## src/rtl/time_pkg.sv

```systemverilog
// Shared types and default widths for the time_base fine/coarse tick generator.
package time_pkg;

    localparam int DIV_W_DEFAULT = 16;
    localparam int SUB_W_DEFAULT = 10;

    typedef enum logic {
        IDLE = 1'b0,
        RUN  = 1'b1
    } tb_state_t;

    // A divisor of zero has no meaningful period, so either zero field poisons the config.
    function automatic logic cfg_invalid(input logic div_is_zero, input logic sub_is_zero);
        return div_is_zero || sub_is_zero;
    endfunction

endpackage

```

## src/rtl/time_base_if.sv

```systemverilog
// Control and tick bundle between a time_base and whoever configures and consumes it.
interface time_base_if #(
    parameter int DIV_W = time_pkg::DIV_W_DEFAULT,
    parameter int SUB_W = time_pkg::SUB_W_DEFAULT
);
    // No valid/ready pairing: load_i and sync_i are strobes sampled on every rising
    // edge and acted on only when the block's state allows; run_i is a level.
    logic [DIV_W-1:0] div_i;
    logic [SUB_W-1:0] sub_div_i;
    logic             load_i;
    logic             run_i;
    logic             sync_i;
    logic             tick_fine_o;
    logic             tick_coarse_o;
    logic             running_o;
    logic             cfg_err_o;

    modport master (
        output div_i, sub_div_i, load_i, run_i, sync_i,
        input  tick_fine_o, tick_coarse_o, running_o, cfg_err_o
    );

    modport slave (
        input  div_i, sub_div_i, load_i, run_i, sync_i,
        output tick_fine_o, tick_coarse_o, running_o, cfg_err_o
    );

endinterface

```

## src/rtl/mod_counter.sv

```systemverilog
// Modulo counter: counts 0..mod-1 while enabled, wraps, and flags the terminal value.
module mod_counter #(
    parameter int W = 8
) (
    input  logic         clk,
    input  logic         rst_n,
    input  logic         en_i,
    input  logic         clr_i,
    input  logic [W-1:0] mod_i,
    output logic         tc_o
);

    logic [W-1:0] cnt_q;
    logic [W-1:0] cnt_d;

    // Compare against mod-1 so a modulus of all-ones never needs a W+1 bit count.
    assign tc_o = (cnt_q == (mod_i - W'(1)));

    always_comb begin
        cnt_d = cnt_q;
        if (clr_i) begin
            cnt_d = '0;
        end else if (en_i) begin
            cnt_d = tc_o ? '0 : (cnt_q + W'(1));
        end
    end

    always_ff @(posedge clk or negedge rst_n) begin
        if (!rst_n) begin
            cnt_q <= '0;
        end else begin
            cnt_q <= cnt_d;
        end
    end

endmodule

```

## src/rtl/time_base.sv

```systemverilog
// Two-level tick generator: a fine tick every div clocks, a coarse tick every sub_div fine ticks.
module time_base
    import time_pkg::*;
#(
    parameter int DIV_W = DIV_W_DEFAULT,
    parameter int SUB_W = SUB_W_DEFAULT
) (
    input  logic      clk,
    input  logic      rst_n,
    time_base_if.slave bus,
    output tb_state_t state_o
);

    tb_state_t        state_q;
    tb_state_t        state_d;
    logic [DIV_W-1:0] div_q;
    logic [DIV_W-1:0] div_d;
    logic [SUB_W-1:0] sub_q;
    logic [SUB_W-1:0] sub_d;
    logic             cfg_err_q;
    logic             cfg_err_d;
    logic             tick_fine_q;
    logic             tick_fine_d;
    logic             tick_coarse_q;
    logic             tick_coarse_d;

    logic             stay_run;
    logic             cnt_clr;
    logic             fine_tc;
    logic             coarse_tc;

    // Counters only move on edges that keep us in RUN; leaving RUN or a sync zeroes them.
    assign stay_run = (state_q == RUN) && bus.run_i;
    assign cnt_clr  = !stay_run || bus.sync_i;

    mod_counter #(.W(DIV_W)) u_fine (
        .clk   (clk),
        .rst_n (rst_n),
        .en_i  (stay_run),
        .clr_i (cnt_clr),
        .mod_i (div_q),
        .tc_o  (fine_tc)
    );

    mod_counter #(.W(SUB_W)) u_coarse (
        .clk   (clk),
        .rst_n (rst_n),
        .en_i  (stay_run && fine_tc),
        .clr_i (cnt_clr),
        .mod_i (sub_q),
        .tc_o  (coarse_tc)
    );

    always_comb begin
        state_d       = state_q;
        div_d         = div_q;
        sub_d         = sub_q;
        cfg_err_d     = cfg_err_q;
        tick_fine_d   = 1'b0;
        tick_coarse_d = 1'b0;
        case (state_q)
            IDLE: begin
                // A load wins over run_i so RUN entry sees the freshly loaded error status.
                if (bus.load_i) begin
                    div_d     = bus.div_i;
                    sub_d     = bus.sub_div_i;
                    cfg_err_d = cfg_invalid(bus.div_i == '0, bus.sub_div_i == '0);
                end else if (bus.run_i && !cfg_err_q) begin
                    state_d = RUN;
                end
            end
            RUN: begin
                if (!bus.run_i) begin
                    state_d = IDLE;
                end else if (!bus.sync_i) begin
                    tick_fine_d   = fine_tc;
                    tick_coarse_d = fine_tc && coarse_tc;
                end
            end
            default: begin
                state_d = IDLE;
            end
        endcase
    end

    always_ff @(posedge clk or negedge rst_n) begin
        if (!rst_n) begin
            state_q       <= IDLE;
            div_q         <= '0;
            sub_q         <= '0;
            cfg_err_q     <= 1'b1;
            tick_fine_q   <= 1'b0;
            tick_coarse_q <= 1'b0;
        end else begin
            state_q       <= state_d;
            div_q         <= div_d;
            sub_q         <= sub_d;
            cfg_err_q     <= cfg_err_d;
            tick_fine_q   <= tick_fine_d;
            tick_coarse_q <= tick_coarse_d;
        end
    end

    assign bus.tick_fine_o   = tick_fine_q;
    assign bus.tick_coarse_o = tick_coarse_q;
    assign bus.running_o     = (state_q == RUN);
    assign bus.cfg_err_o     = cfg_err_q;
    assign state_o           = state_q;

endmodule

```

## src/flat_wrapper.sv

```systemverilog
// flat-port wrapper written by rule: the top's interface ports become plain ports
module time_base_flat import time_pkg::*;
#(
    parameter int DIV_W = DIV_W_DEFAULT,
    parameter int SUB_W = SUB_W_DEFAULT
)
  (clk, rst_n, state_o, bus_div_i, bus_sub_div_i, bus_load_i, bus_run_i, bus_sync_i, bus_tick_fine_o, bus_tick_coarse_o, bus_running_o, bus_cfg_err_o);
  time_base_if #(.DIV_W(DIV_W), .SUB_W(SUB_W)) bus_i ();
  input  logic clk;
  input  logic rst_n;
  output tb_state_t state_o;
  input wire logic [$bits(bus_i.div_i)-1:0] bus_div_i;
  input wire logic [$bits(bus_i.sub_div_i)-1:0] bus_sub_div_i;
  input wire logic [$bits(bus_i.load_i)-1:0] bus_load_i;
  input wire logic [$bits(bus_i.run_i)-1:0] bus_run_i;
  input wire logic [$bits(bus_i.sync_i)-1:0] bus_sync_i;
  output wire logic [$bits(bus_i.tick_fine_o)-1:0] bus_tick_fine_o;
  output wire logic [$bits(bus_i.tick_coarse_o)-1:0] bus_tick_coarse_o;
  output wire logic [$bits(bus_i.running_o)-1:0] bus_running_o;
  output wire logic [$bits(bus_i.cfg_err_o)-1:0] bus_cfg_err_o;
  assign bus_i.div_i = bus_div_i;
  assign bus_i.sub_div_i = bus_sub_div_i;
  assign bus_i.load_i = bus_load_i;
  assign bus_i.run_i = bus_run_i;
  assign bus_i.sync_i = bus_sync_i;
  assign bus_tick_fine_o = bus_i.tick_fine_o;
  assign bus_tick_coarse_o = bus_i.tick_coarse_o;
  assign bus_running_o = bus_i.running_o;
  assign bus_cfg_err_o = bus_i.cfg_err_o;
  time_base #(.DIV_W(DIV_W), .SUB_W(SUB_W)) u_core (.clk(clk), .rst_n(rst_n), .bus(bus_i), .state_o(state_o));
endmodule
```

## config.mk

```make
export PLATFORM = sky130hd
export DESIGN_NAME = time_base_flat
export DESIGN_NICKNAME = d
export VERILOG_FILES = /design/src/rtl/time_pkg.sv /design/src/rtl/time_base_if.sv /design/src/rtl/mod_counter.sv /design/src/rtl/time_base.sv /design/src/flat_wrapper.sv
export SDC_FILE = /design/constraint.sdc
export NUM_CORES = 1
export LEC_CHECK = 0
export BUFFER_PORTS_ARGS = -buffer_cell sky130_fd_sc_hd__buf_4
export CELL_PAD_IN_SITES_DETAIL_PLACEMENT = 0
export CELL_PAD_IN_SITES_GLOBAL_PLACEMENT = 1
export CORE_UTILIZATION = 49
export DETAILED_ROUTE_END_ITERATION = 16
export PLACE_DENSITY_LB_ADDON = 0.08
export SYNTH_ARGS = -nofsm -noshare
export SYNTH_HDL_FRONTEND = slang
export SYNTH_SLANG_ARGS = --single-unit
```

## constraint.sdc

```tcl
create_clock -name clk -period 5.17 [get_ports clk]
set_clock_uncertainty 0.1 [all_clocks]
set_input_delay 0.7755 -clock clk [delete_from_list [all_inputs] [get_ports clk]]
set_output_delay 0.7755 -clock clk [all_outputs]
set_load 0.03 [all_outputs]
```

==> results of run 1 <==
-- flip-flops by register name (all words and copies together), names as in the netlist --
register and count:
u_core.bus.cfg_err_o 1, u_core.bus.running_o 1, u_core.bus.tick_coarse_o 1, u_core.bus.tick_fine_o 1, u_core.div_q 16, u_core.sub_q 10, u_core.u_coarse.cnt_q 10, u_core.u_fine.cnt_q 16
-- metrics by stage --
step / instance area (µm²) / utilization / cells / hold slack, ns / power, W
floorplan: 3320 / - / 342 / 0.380 / 0.000668
global placement: 3640 / 0.564 / 442 / 0.404 / 0.000738
detailed placement: 3640 / 0.564 / 442 / 0.405 / 0.000742
CTS: 3730 / 0.578 / 450 / 0.421 / 0.000987
global route: 3730 / 0.578 / 450 / 0.463 / 0.00103
finish: 3730 / 0.578 / 450 / 0.405 / 0.000977
-- critical path, cell delays in order, from the launching register on --
cell and delay, ns:
sky130_fd_sc_hd__dfrtp_1 0.42, sky130_fd_sc_hd__inv_1 0.09, sky130_fd_sc_hd__ha_1 0.21, sky130_fd_sc_hd__nor2b_1 0.32, sky130_fd_sc_hd__nand4_1 0.21, sky130_fd_sc_hd__nor4b_1 0.32
sky130_fd_sc_hd__nor4_1 0.10, sky130_fd_sc_hd__or4_1 0.78, sky130_fd_sc_hd__nand2b_1 0.57, sky130_fd_sc_hd__nor2_1 0.11
-- cells in the mapped netlist, types with 2 or more instances --
master	n
sky130_fd_sc_hd__ha_1	4
sky130_fd_sc_hd__o21a_1	2
sky130_fd_sc_hd__a31oi_1	5
sky130_fd_sc_hd__xor2_1	27
sky130_fd_sc_hd__nand3_1	13
sky130_fd_sc_hd__or2_2	2
sky130_fd_sc_hd__nand2b_1	4
sky130_fd_sc_hd__o31ai_1	2
sky130_fd_sc_hd__and2_1	2
sky130_fd_sc_hd__dfrtp_1	55
sky130_fd_sc_hd__and3_1	11
sky130_fd_sc_hd__nand4_1	6
sky130_fd_sc_hd__o21ai_1	7
sky130_fd_sc_hd__clkbuf_1	11
sky130_fd_sc_hd__or4_1	2
sky130_fd_sc_hd__a22o_1	2
sky130_fd_sc_hd__nand4bb_1	5
sky130_fd_sc_hd__o2111ai_1	3
sky130_fd_sc_hd__xnor2_1	16
sky130_fd_sc_hd__nor4b_1	3
sky130_fd_sc_hd__mux2_2	22
sky130_fd_sc_hd__a311oi_1	2
sky130_fd_sc_hd__o21ai_0	9
sky130_fd_sc_hd__and3b_1	2
sky130_fd_sc_hd__inv_1	7
sky130_fd_sc_hd__nor4_1	10
sky130_fd_sc_hd__nand4b_1	2
sky130_fd_sc_hd__nor2b_1	7
sky130_fd_sc_hd__nor2_1	28
sky130_fd_sc_hd__nand2_1	15
sky130_fd_sc_hd__nor3_1	13
sky130_fd_sc_hd__or3_1	6
sky130_fd_sc_hd__a21oi_1	15
sky130_fd_sc_hd__nor3b_1	5
sky130_fd_sc_hd__buf_2	2
-- kinds of logic (layout without fill, tap and decap cells) --
group | Yosys count | after routing
AND/OR/NAND/NOR | 142 | 142
adder cells (fa/ha/maj) | 4 | 4
XOR/XNOR | 43 | 43
AO/OA/AOI/OAI | 53 | 53
multiplexers | 23 | 23
flip-flops | 56 | 56
buffers and inverters | 21 | 52
-- metal layers --
layer	GRT usage	wire length, µm
met3	0.0295	113
met1	0.262	3300
met2	0.395	3660
met5	0	0
met4	0.0724	129
-- cells in the final DEF (no fill, tap or decap), types with 5 or more instances in the layout --
cell                        instances
sky130_fd_sc_hd__inv_1              7
sky130_fd_sc_hd__nor2b_1            6
sky130_fd_sc_hd__xor2_1            27
sky130_fd_sc_hd__o21ai_1            7
sky130_fd_sc_hd__a21oi_1           15
sky130_fd_sc_hd__a31oi_1            5
sky130_fd_sc_hd__nor3b_1            5
sky130_fd_sc_hd__o21ai_0            9
sky130_fd_sc_hd__nand4_1            6
sky130_fd_sc_hd__nand4bb_1          5
sky130_fd_sc_hd__or3_1              6
sky130_fd_sc_hd__nand2_1           15
sky130_fd_sc_hd__nor2_1            28
sky130_fd_sc_hd__and3_1            11
sky130_fd_sc_hd__dfrtp_1           55
sky130_fd_sc_hd__clkbuf_8           5
sky130_fd_sc_hd__nand3_1           13
sky130_fd_sc_hd__nor3_1            13
sky130_fd_sc_hd__mux2_2            22
sky130_fd_sc_hd__buf_4             37
sky130_fd_sc_hd__nor4_1            10
sky130_fd_sc_hd__xnor2_1           16
-- worst min-delay path by stage --
stage               slack [ns]                   end                 start
CTS                       0.42  u_core.bus.cfg_err_o  u_core.bus.cfg_err_o
global placement          0.40  u_core.bus.cfg_err_o  u_core.bus.cfg_err_o
detailed placement        0.40  u_core.bus.cfg_err_o  u_core.bus.cfg_err_o
global route              0.46  u_core.bus.running_o                 rst_n
finish                    0.40  u_core.bus.running_o                 rst_n
floorplan                 0.38  u_core.bus.running_o                 rst_n
-- power by group --
part	leakage, nW	total [W]	internal, W	switching (W)
Sequential	0.721	0.000526	0.000472	0.0000533
Combinational	0.780	0.000206	0.000102	0.000104
Clock	0.0445	0.000245	0.0000966	0.000149
-- final cells by class --
class / instances / area [µm²] / area share
multi-input cells: 265 / 1840 / 0.493
flip-flops and latches: 56 / 1400 / 0.376
repair buffers: 37 / 278 / 0.0744
well taps: 77 / 96.3 / 0.0258
clock buffers: 5 / 68.8 / 0.0184
inverters: 7 / 26.3 / 0.00704
clock inverters: 3 / 21.3 / 0.00570
==> impl_metrics.json, run 1 <==
{
  "tritoncts.num_buffers": 5,
  "drt-total-wl_um": 7200,
  "worst_path_required_ns": 5.25,
  "synth_compound_area_frac": 0.0990,
  "slew_viol_final": 0,
  "run_status": "complete, no violations",
  "yosysWarnings": 0,
  "first_pass_iters": 4,
  "tritoncts": "done",
  "wire_per_inst_um": 16.0,
  "number_of_nets_produced_by_synthesis": 377,
  "critical_path_capture_point": "u_core.u_fine.cnt_q[13]",
  "peakVddDrop_mv": 0.167,
  "remaining_drc_errors": 0,
  "die_h_um": 84.4,
  "postCtsSetupRepairBufs": 0,
  "grt_max_degree": 57,
  "timing.final.crit_period_ns": 3.37,
  "share_of_flip_flops_with_an_asynchronous_set_or_reset": 1.00,
  "filler_cell_count": 577,
  "portBuffers": 35,
  "synth_flop_cell": "sky130_fd_sc_hd__dfrtp_1",
  "setup.worst_path.end_class": "register",
  "setup-violations-final": 0,
  "pre_cts_slack_ns": 1.78,
  "relSlewSlack": 0.529,
  "route.antenna.remaining_nets": 0,
  "grt_setup_unrepaired": "false",
  "num_vias": 2580,
  "placeable_core_region_mm2": 0.00646,
  "r2r_end": "u_core.u_fine.cnt_q[13]",
  "clkLatencyLatePin_ns": 0.32,
  "routed_via_density": 5.73,
  "hp-class": "primary input to async pin",
  "gp_congestion": 0.852,
  "ctsLongestPathBuffers": 2,
  "post_cts_clock_slew_at_the_launch_and_capture_registers_of_the_worst_setup_and_hold_paths_ns": 0.11,
  "r2r_slack_ns": 1.80,
  "startpoint": "u_core.div_q[0]",
  "power.leakage_nw": 1.55,
  "io_pins": 36,
  "synth_top_family_by_area": "simple AND/OR/NAND/NOR gates",
  "worstRegToRegCells": 9,
  "report.final.hold_viol_count": 0,
  "netlist.area_leader.share": 0.414,
  "synthMuxAreaShare": 0.0775,
  "timing_worst_slew_pin_value_ns": 0.704,
  "synth_adder_area_share": 0.0151,
  "grt_pass1_wl_um": 12200,
  "first_global_vias": 2618,
  "path_class": "register to register",
  "netlist-cell-type-count": 50,
  "mappedNetlistArea_mm2": 0.00332,
  "setup_ws_ns": 1.80,
  "worstSetupStartpointType": "register",
  "drive_above_1_share": 0.196,
  "final_nets": 407,
  "pwr_density_cell_mw_per_mm2": 262,
  "htreeDepth": 2,
  "clock_sinks": 56,
  "finalCritPeriodShare": 0.652,
  "synth.avg_cell_area_um2": 9.72,
  "timing.setup.tns_ns": 0,
  "synth_largest_area_cell": "sky130_fd_sc_hd__dfrtp_1",
  "path_max_fanout": 19,
  "globalRoute.totalOverflow": 0,
  "cts_resized": 0,
  "dp_hpwl_um": 5380,
  "floorplan.initialDensity": 0.515,
  "postCtsHoldBufs": 0,
  "clockRootBuffer": "sky130_fd_sc_hd__clkbuf_8",
  "area_growth_syn_to_layout_pct": 12.3,
  "dieArea_mm2": 0.00712,
  "synth_xor_xnor_area_share": 0.113,
  "synthesis.instances": 342,
  "placement_rows": 29,
  "synth.area.top_cells": "sky130_fd_sc_hd__dfrtp_1 41%, sky130_fd_sc_hd__mux2_2 7.5%, sky130_fd_sc_hd__xor2_1 7.1%, sky130_fd_sc_hd__xnor2_1 4.2%, sky130_fd_sc_hd__nor2_1 3.2%",
  "grt_usage": 0.216,
  "critical_path.reg2reg.startpoint": "u_core.div_q[0]",
  "fmaxAchievable_mhz": 297,
  "synth_enable_flop_cells": 0,
  "ys_seq_elements": 56,
  "grt_antenna_before_repair": 0,
  "synthSimpleGateAreaFrac": 0.248,
  "yosysSeqAreaShare": 0.422,
  "die_w_um": 84.4,
  "initialDrtViolationCount": 92,
  "drv.max_cap_violation_count": 0,
  "worst_ep_arrival_time_ns": 3.45,
  "antenna_cells": 0
}
Note: power is estimated with default switching activity, not from simulation.
==> inputs of run 2 (changes only) <==
--- a/config.mk
+++ b/config.mk
@@ -8,7 +8,7 @@
 export BUFFER_PORTS_ARGS = -buffer_cell sky130_fd_sc_hd__buf_4
 export CELL_PAD_IN_SITES_DETAIL_PLACEMENT = 0
 export CELL_PAD_IN_SITES_GLOBAL_PLACEMENT = 1
-export CORE_UTILIZATION = 49
+export CORE_UTILIZATION = 41
 export DETAILED_ROUTE_END_ITERATION = 16
 export PLACE_DENSITY_LB_ADDON = 0.08
 export SYNTH_ARGS = -nofsm -noshare
==> constraint.sdc (replaced) <==
create_clock -name clk -period 2.7 [get_ports clk]
set_clock_uncertainty 0.1 [all_clocks]
set_input_delay 0.405 -clock clk [delete_from_list [all_inputs] [get_ports clk]]
set_output_delay 0.405 -clock clk [all_outputs]
set_load 0.03 [all_outputs]
==> impl_metrics.json, run 2 (synthesis gave the netlist of run 1 again) <==
{
  "first_pass_iters": 5,
  "path_max_fanout": 5,
  "post_cts_clock_slew_at_the_launch_and_capture_registers_of_the_worst_setup_and_hold_paths_ns": 0.10,
  "clock_sinks": 56,
  "fmaxAchievable_mhz": 345,
  "grt_setup_unrepaired": "true",
  "first_global_vias": 2838,
  "placeable_core_region_mm2": 0.00777,
  "peakVddDrop_mv": 0.232,
  "globalRoute.totalOverflow": 0,
  "io_pins": 36,
  "dieArea_mm2": 0.00847,
  "worstSetupStartpointType": "register",
  "gp_congestion": 0.843,
  "path_class": "register to register",
  "place.detailed.instances": 507,
  "violations": "setup timing",
  "timing.final.crit_period_ns": 2.90,
  "floorplan.initialDensity": 0.428,
  "postCtsHoldBufs": 0,
  "route.antenna.remaining_nets": 0,
  "layout.cells.most_common_list": "83 x sky130_fd_sc_hd__buf_4, 54 x sky130_fd_sc_hd__dfrtp_1, 28 x sky130_fd_sc_hd__nor2_1, 27 x sky130_fd_sc_hd__xor2_1, 22 x sky130_fd_sc_hd__mux2_2",
  "slew_viol_final": 0,
  "cp_num_buf_inv": 2,
  "power.leakage_nw": 1.82,
  "pwr_density_cell_mw_per_mm2": 491,
  "placement_rows": 32,
  "report.final.hold_viol_count": 0,
  "worst_path_required_ns": 2.84,
  "final_area_mm2": 0.00426,
  "initialDrtViolationCount": 113,
  "setup_ws_ns": -0.197,
  "whs_ns": 0.0321,
  "num_vias": 2835,
  "drt-total-wl_um": 8340,
  "timing.critical_path.max_delay_family": "simple AND/OR/NAND/NOR gates",
  "remaining_drc_errors": 0,
  "htreeDepth": 2,
  "tritoncts.num_buffers": 5,
  "dp_hpwl_um": 6200,
  "antenna_cells": 0,
  "drv.max_cap_violation_count": 0,
  "timing.setup.tns_ns": -0.804,
  "clkLatencyLatePin_ns": 0.31,
  "path_common_cell": "sky130_fd_sc_hd__buf_4",
  "fin_cells": 523,
  "grt_antenna_before_repair": 0,
  "largestRegisters": "u_core.div_q (16), u_core.u_fine.cnt_q (16)",
  "run_status": "finished with violations",
  "drive_above_1_share": 0.328,
  "post-layout-total-power_w": 0.00209,
  "ctsLongestPathBuffers": 2,
  "area_growth_syn_to_layout_pct": 28.3,
  "timing_worst_slew_pin_value_ns": 0.735,
  "grt_pass1_wl_um": 14000,
  "hp-class": "primary input to async pin",
  "finalCritPeriodShare": 1.07,
  "final_nets": 455,
  "tritoncts": "done",
  "path_cells": "or3_4, buf_4, nor4b_2, buf_4, a31oi_1, or4_4, or4b_4, a21oi_2",
  "die_h_um": 92.0,
  "wire_per_inst_um": 15.9,
  "dpl_cell_area_mm2": 0.00400,
  "cp_max_delay_cell": "sky130_fd_sc_hd__or4_4",
  "grt_usage": 0.210,
  "max_stage_delay_ns": 0.57,
  "clockRootBuffer": "sky130_fd_sc_hd__clkbuf_8",
  "setup-violations-final": 10,
  "routed_via_density": 5.42,
  "relSlewSlack": 0.510,
  "setup.worst_path.end_class": "register",
  "portBuffers": 35,
  "die_w_um": 92.0,
  "worst_ep_arrival_time_ns": 3.03,
  "mostFrequentLayoutCell": "sky130_fd_sc_hd__buf_4",
  "grt_max_degree": 57
}
-- run 2: routing by layer --
metal	wire, µm	up-vias	global-route usage	part of all wire
li1	-	1389	-	-
met1	3670	1397	0.272	0.44
met2	4380	38	0.373	0.52
met3	183	11	0.0274	0.022
met4	110	0	0.0430	0.013
met5	0	-	0	0
-- run 2: repair_timing --
action / in CTS / in global routing
pin swaps: 6 / 7
setup buffers: 2 / 6
endpoints found under the setup margin: 28 / 27
gates resized for setup: 12 / 8
-- run 2: final timing paths --
kind                                           start                  endpoint  slack [ns]  depth (start not counted)
min in group clk                    bus_sub_div_i[0]           u_core.sub_q[0]        0.20                          3
worst max register to register       u_core.div_q[2]  u_core.u_coarse.cnt_q[2]       -0.20                          8
worst min-delay path                           rst_n           u_core.div_q[4]        0.03                          1
max in group asynchronous                      rst_n           u_core.sub_q[2]        1.96                          1
worst max-delay path                 u_core.div_q[2]  u_core.u_coarse.cnt_q[2]       -0.20                          8
worst min register to register  u_core.bus.cfg_err_o      u_core.bus.cfg_err_o        0.42                          2
-- run 2: cell type report --
class	count	area (µm²)
Fill cell	744	3500
Multi-Input combinational cell	265	1950
Sequential cell	56	1400
Timing Repair Buffer	85	654
Tap cell	102	128
Clock buffer	8	100
Inverter	7	26.3
-- run 2: per-stage QoR --
step                      setup slack (ns)   util
after global routing                -0.269  0.549
after CTS                           -0.133  0.538
after detailed placement            -0.303  0.515
after global placement              -0.269  0.515
after floorplan                     -0.112      -
final                               -0.197  0.549
-- run 2: report_power, final --
part	internal, W	switching (W)	total [W]
Clock	0.000235	0.000275	0.000510
Combinational	0.000318	0.000289	0.000608
Sequential	0.000905	0.0000698	0.000975
Total	0.00146	0.000634	0.00209
-- run 2: worst reg2reg max path, delay by kind of cell, from the launching register on --
kind | cells | cell delay [ns]
DFF | 1 | 0.39
and+or+nand+nor | 4 | 1.80
AOI/OAI and AO/OA | 2 | 0.21
buffers and inverters | 2 | 0.32
==> inputs of run 3 (changes only) <==
--- a/config.mk
+++ b/config.mk
@@ -10,7 +10,7 @@
 export CELL_PAD_IN_SITES_GLOBAL_PLACEMENT = 1
 export CORE_UTILIZATION = 41
 export DETAILED_ROUTE_END_ITERATION = 16
-export PLACE_DENSITY_LB_ADDON = 0.08
+export PLACE_DENSITY = 0.83
 export SYNTH_ARGS = -nofsm -noshare
 export SYNTH_HDL_FRONTEND = slang
 export SYNTH_SLANG_ARGS = --single-unit
==> impl_metrics.json, run 3 (synthesis gave the netlist of run 1 again) <==
{
  "report.final.hold_viol_count": 0,
  "dr_wl_met3_um": 313,
  "setup-violations-final": 10,
  "drive_above_1_share": 0.320,
  "worstSetupStartpointType": "register",
  "antenna_cells": 0,
  "globalRoute.totalOverflow": 0,
  "portBuffers": 35,
  "layout.cells.most_common_list": "75 x sky130_fd_sc_hd__buf_4, 54 x sky130_fd_sc_hd__dfrtp_1, 28 x sky130_fd_sc_hd__nor2_1, 27 x sky130_fd_sc_hd__xor2_1, 21 x sky130_fd_sc_hd__mux2_2",
  "run_status": "finished with violations",
  "num_vias": 2778,
  "final_nets": 446,
  "power.leakage_nw": 1.77,
  "drt-total-wl_um": 7990,
  "first_global_vias": 2773,
  "pwr_density_cell_mw_per_mm2": 477,
  "finalCritPeriodShare": 1.05,
  "worst_path_required_ns": 2.82,
  "seqPwrFrac": 0.494,
  "path_max_fanout": 5,
  "mostFrequentLayoutCell": "sky130_fd_sc_hd__buf_4",
  "clkLatencyLatePin_ns": 0.30,
  "grt_antenna_before_repair": 0,
  "timing.final.crit_period_ns": 2.83,
  "die_h_um": 92.0,
  "route.antenna.remaining_nets": 0,
  "dp_hpwl_um": 5970,
  "violations": "setup timing",
  "grt_usage": 0.204,
  "power.clock.fraction": 0.230,
  "largestRegisters": "u_core.div_q (16), u_core.u_fine.cnt_q (16)",
  "r2r_slack_ns": -0.13,
  "io_pins": 36,
  "htreeDepth": 2,
  "setup_ws_ns": -0.134,
  "first_pass_iters": 4,
  "floorplan.initialDensity": 0.428,
  "tritoncts": "done",
  "whs_ns": 0.0479,
  "swShare": 0.311,
  "hp-class": "primary input to async pin",
  "remaining_drc_errors": 0,
  "placement_rows": 32,
  "grt_pass1_wl_um": 13700,
  "setup.worst_path.end_class": "register",
  "routed_via_density": 5.40,
  "gp_congestion": 0.848,
  "timing.setup.tns_ns": -0.345,
  "area_growth_syn_to_layout_pct": 26.0,
  "peakVddDrop_mv": 0.285,
  "die_w_um": 92.0,
  "route.top_layer_used": "met4",
  "detailroute.wirelength.met2_um": 3810,
  "grt_max_degree": 57,
  "total_switching_power_w": 0.000622,
  "detailed_route_wire_length_on_metal_1_um": 3770,
  "combPwrFrac": 0.277,
  "post-layout-total-power_w": 0.00200,
  "ctsLongestPathBuffers": 2,
  "slew_viol_final": 0,
  "clock_sinks": 56,
  "intPower_w": 0.00138,
  "tritoncts.num_buffers": 5,
  "initialDrtViolationCount": 176,
  "timing_worst_slew_pin_value_ns": 0.722,
  "worstRegToRegCells": 6,
  "dieArea_mm2": 0.00847,
  "placeable_core_region_mm2": 0.00777,
  "grt_setup_unrepaired": "true",
  "wire_per_inst_um": 15.6,
  "drv.max_cap_violation_count": 0,
  "path_class": "register to register",
  "worst_ep_arrival_time_ns": 2.96,
  "fmaxAchievable_mhz": 353,
  "clockRootBuffer": "sky130_fd_sc_hd__clkbuf_8",
  "post_cts_clock_slew_at_the_launch_and_capture_registers_of_the_worst_setup_and_hold_paths_ns": 0.10,
  "relSlewSlack": 0.519
}
[run 3: cell type report]
cell class,count,area [µm²]
fill,720,3580
multi-input combinational,265,1970
sequential,56,1400
timing repair buffer,76,574
tap,102,128
clock buffer,6,72.6
inverter,7,26.3
clock inverter,2,16.3
[run 3: repair_timing]
action | CTS | global route
setup buffers | 3 | 0
gates resized for setup | 21 | 5
setup endpoints to repair | 27 | 22
hold buffers | 0 | 0
pin swaps | 7 | 3
[run 3: worst max-delay path, cell delays in order, from the launching register on]
cell                      delay [ns]
sky130_fd_sc_hd__dfrtp_1        0.46
sky130_fd_sc_hd__or3_4          0.44
sky130_fd_sc_hd__nor4b_2        0.36
sky130_fd_sc_hd__a31oi_1        0.15
sky130_fd_sc_hd__or4_4          0.59
sky130_fd_sc_hd__or4b_4         0.53
sky130_fd_sc_hd__a21oi_2        0.13
[run 3: path summary, 6_finish.rpt]
kind	startpoint	to
worst max-delay path	u_core.div_q[2]	u_core.u_coarse.cnt_q[2]
worst min-delay path	rst_n	u_core.bus.running_o
worst max register to register	u_core.div_q[2]	u_core.u_coarse.cnt_q[2]
worst min register to register	u_core.bus.cfg_err_o	u_core.bus.cfg_err_o
max in group asynchronous	rst_n	u_core.div_q[1]
min in group clk	bus_run_i	u_core.bus.running_o
[run 3: power groups by stage]
stage / combinational [W] / clock [W] / sequential, W
CTS: 0.000547 / 0.000481 / 0.000983
global route: 0.000613 / 0.000511 / 0.00100
finish: 0.000553 / 0.000459 / 0.000987
detailed placement: 0.000514 / 0 / 0.000997
floorplan: 0.000293 / 0 / 0.000992
global placement: 0.000509 / 0 / 0.000993
[run 3: layer usage]
| layer | up-vias | GRT usage |
|---|---|---|
| met5 | - | 0 |
| met2 | 58 | 0.322 |
| met4 | 0 | 0.0456 |
| met1 | 1333 | 0.294 |
| li1 | 1381 | - |
| met3 | 6 | 0.0290 |
[run 3: per-stage QoR]
step | std cells | utilization | cell area (µm²) | worst slack (ns)
CTS | 514 | 0.537 | 4170 | -0.0938
detailed placement | 503 | 0.510 | 3960 | -0.268
floorplan | 342 | - | 3340 | -0.112
finish | 514 | 0.539 | 4190 | -0.134
global route | 514 | 0.539 | 4190 | -0.228
global placement | 503 | 0.510 | 3960 | -0.167
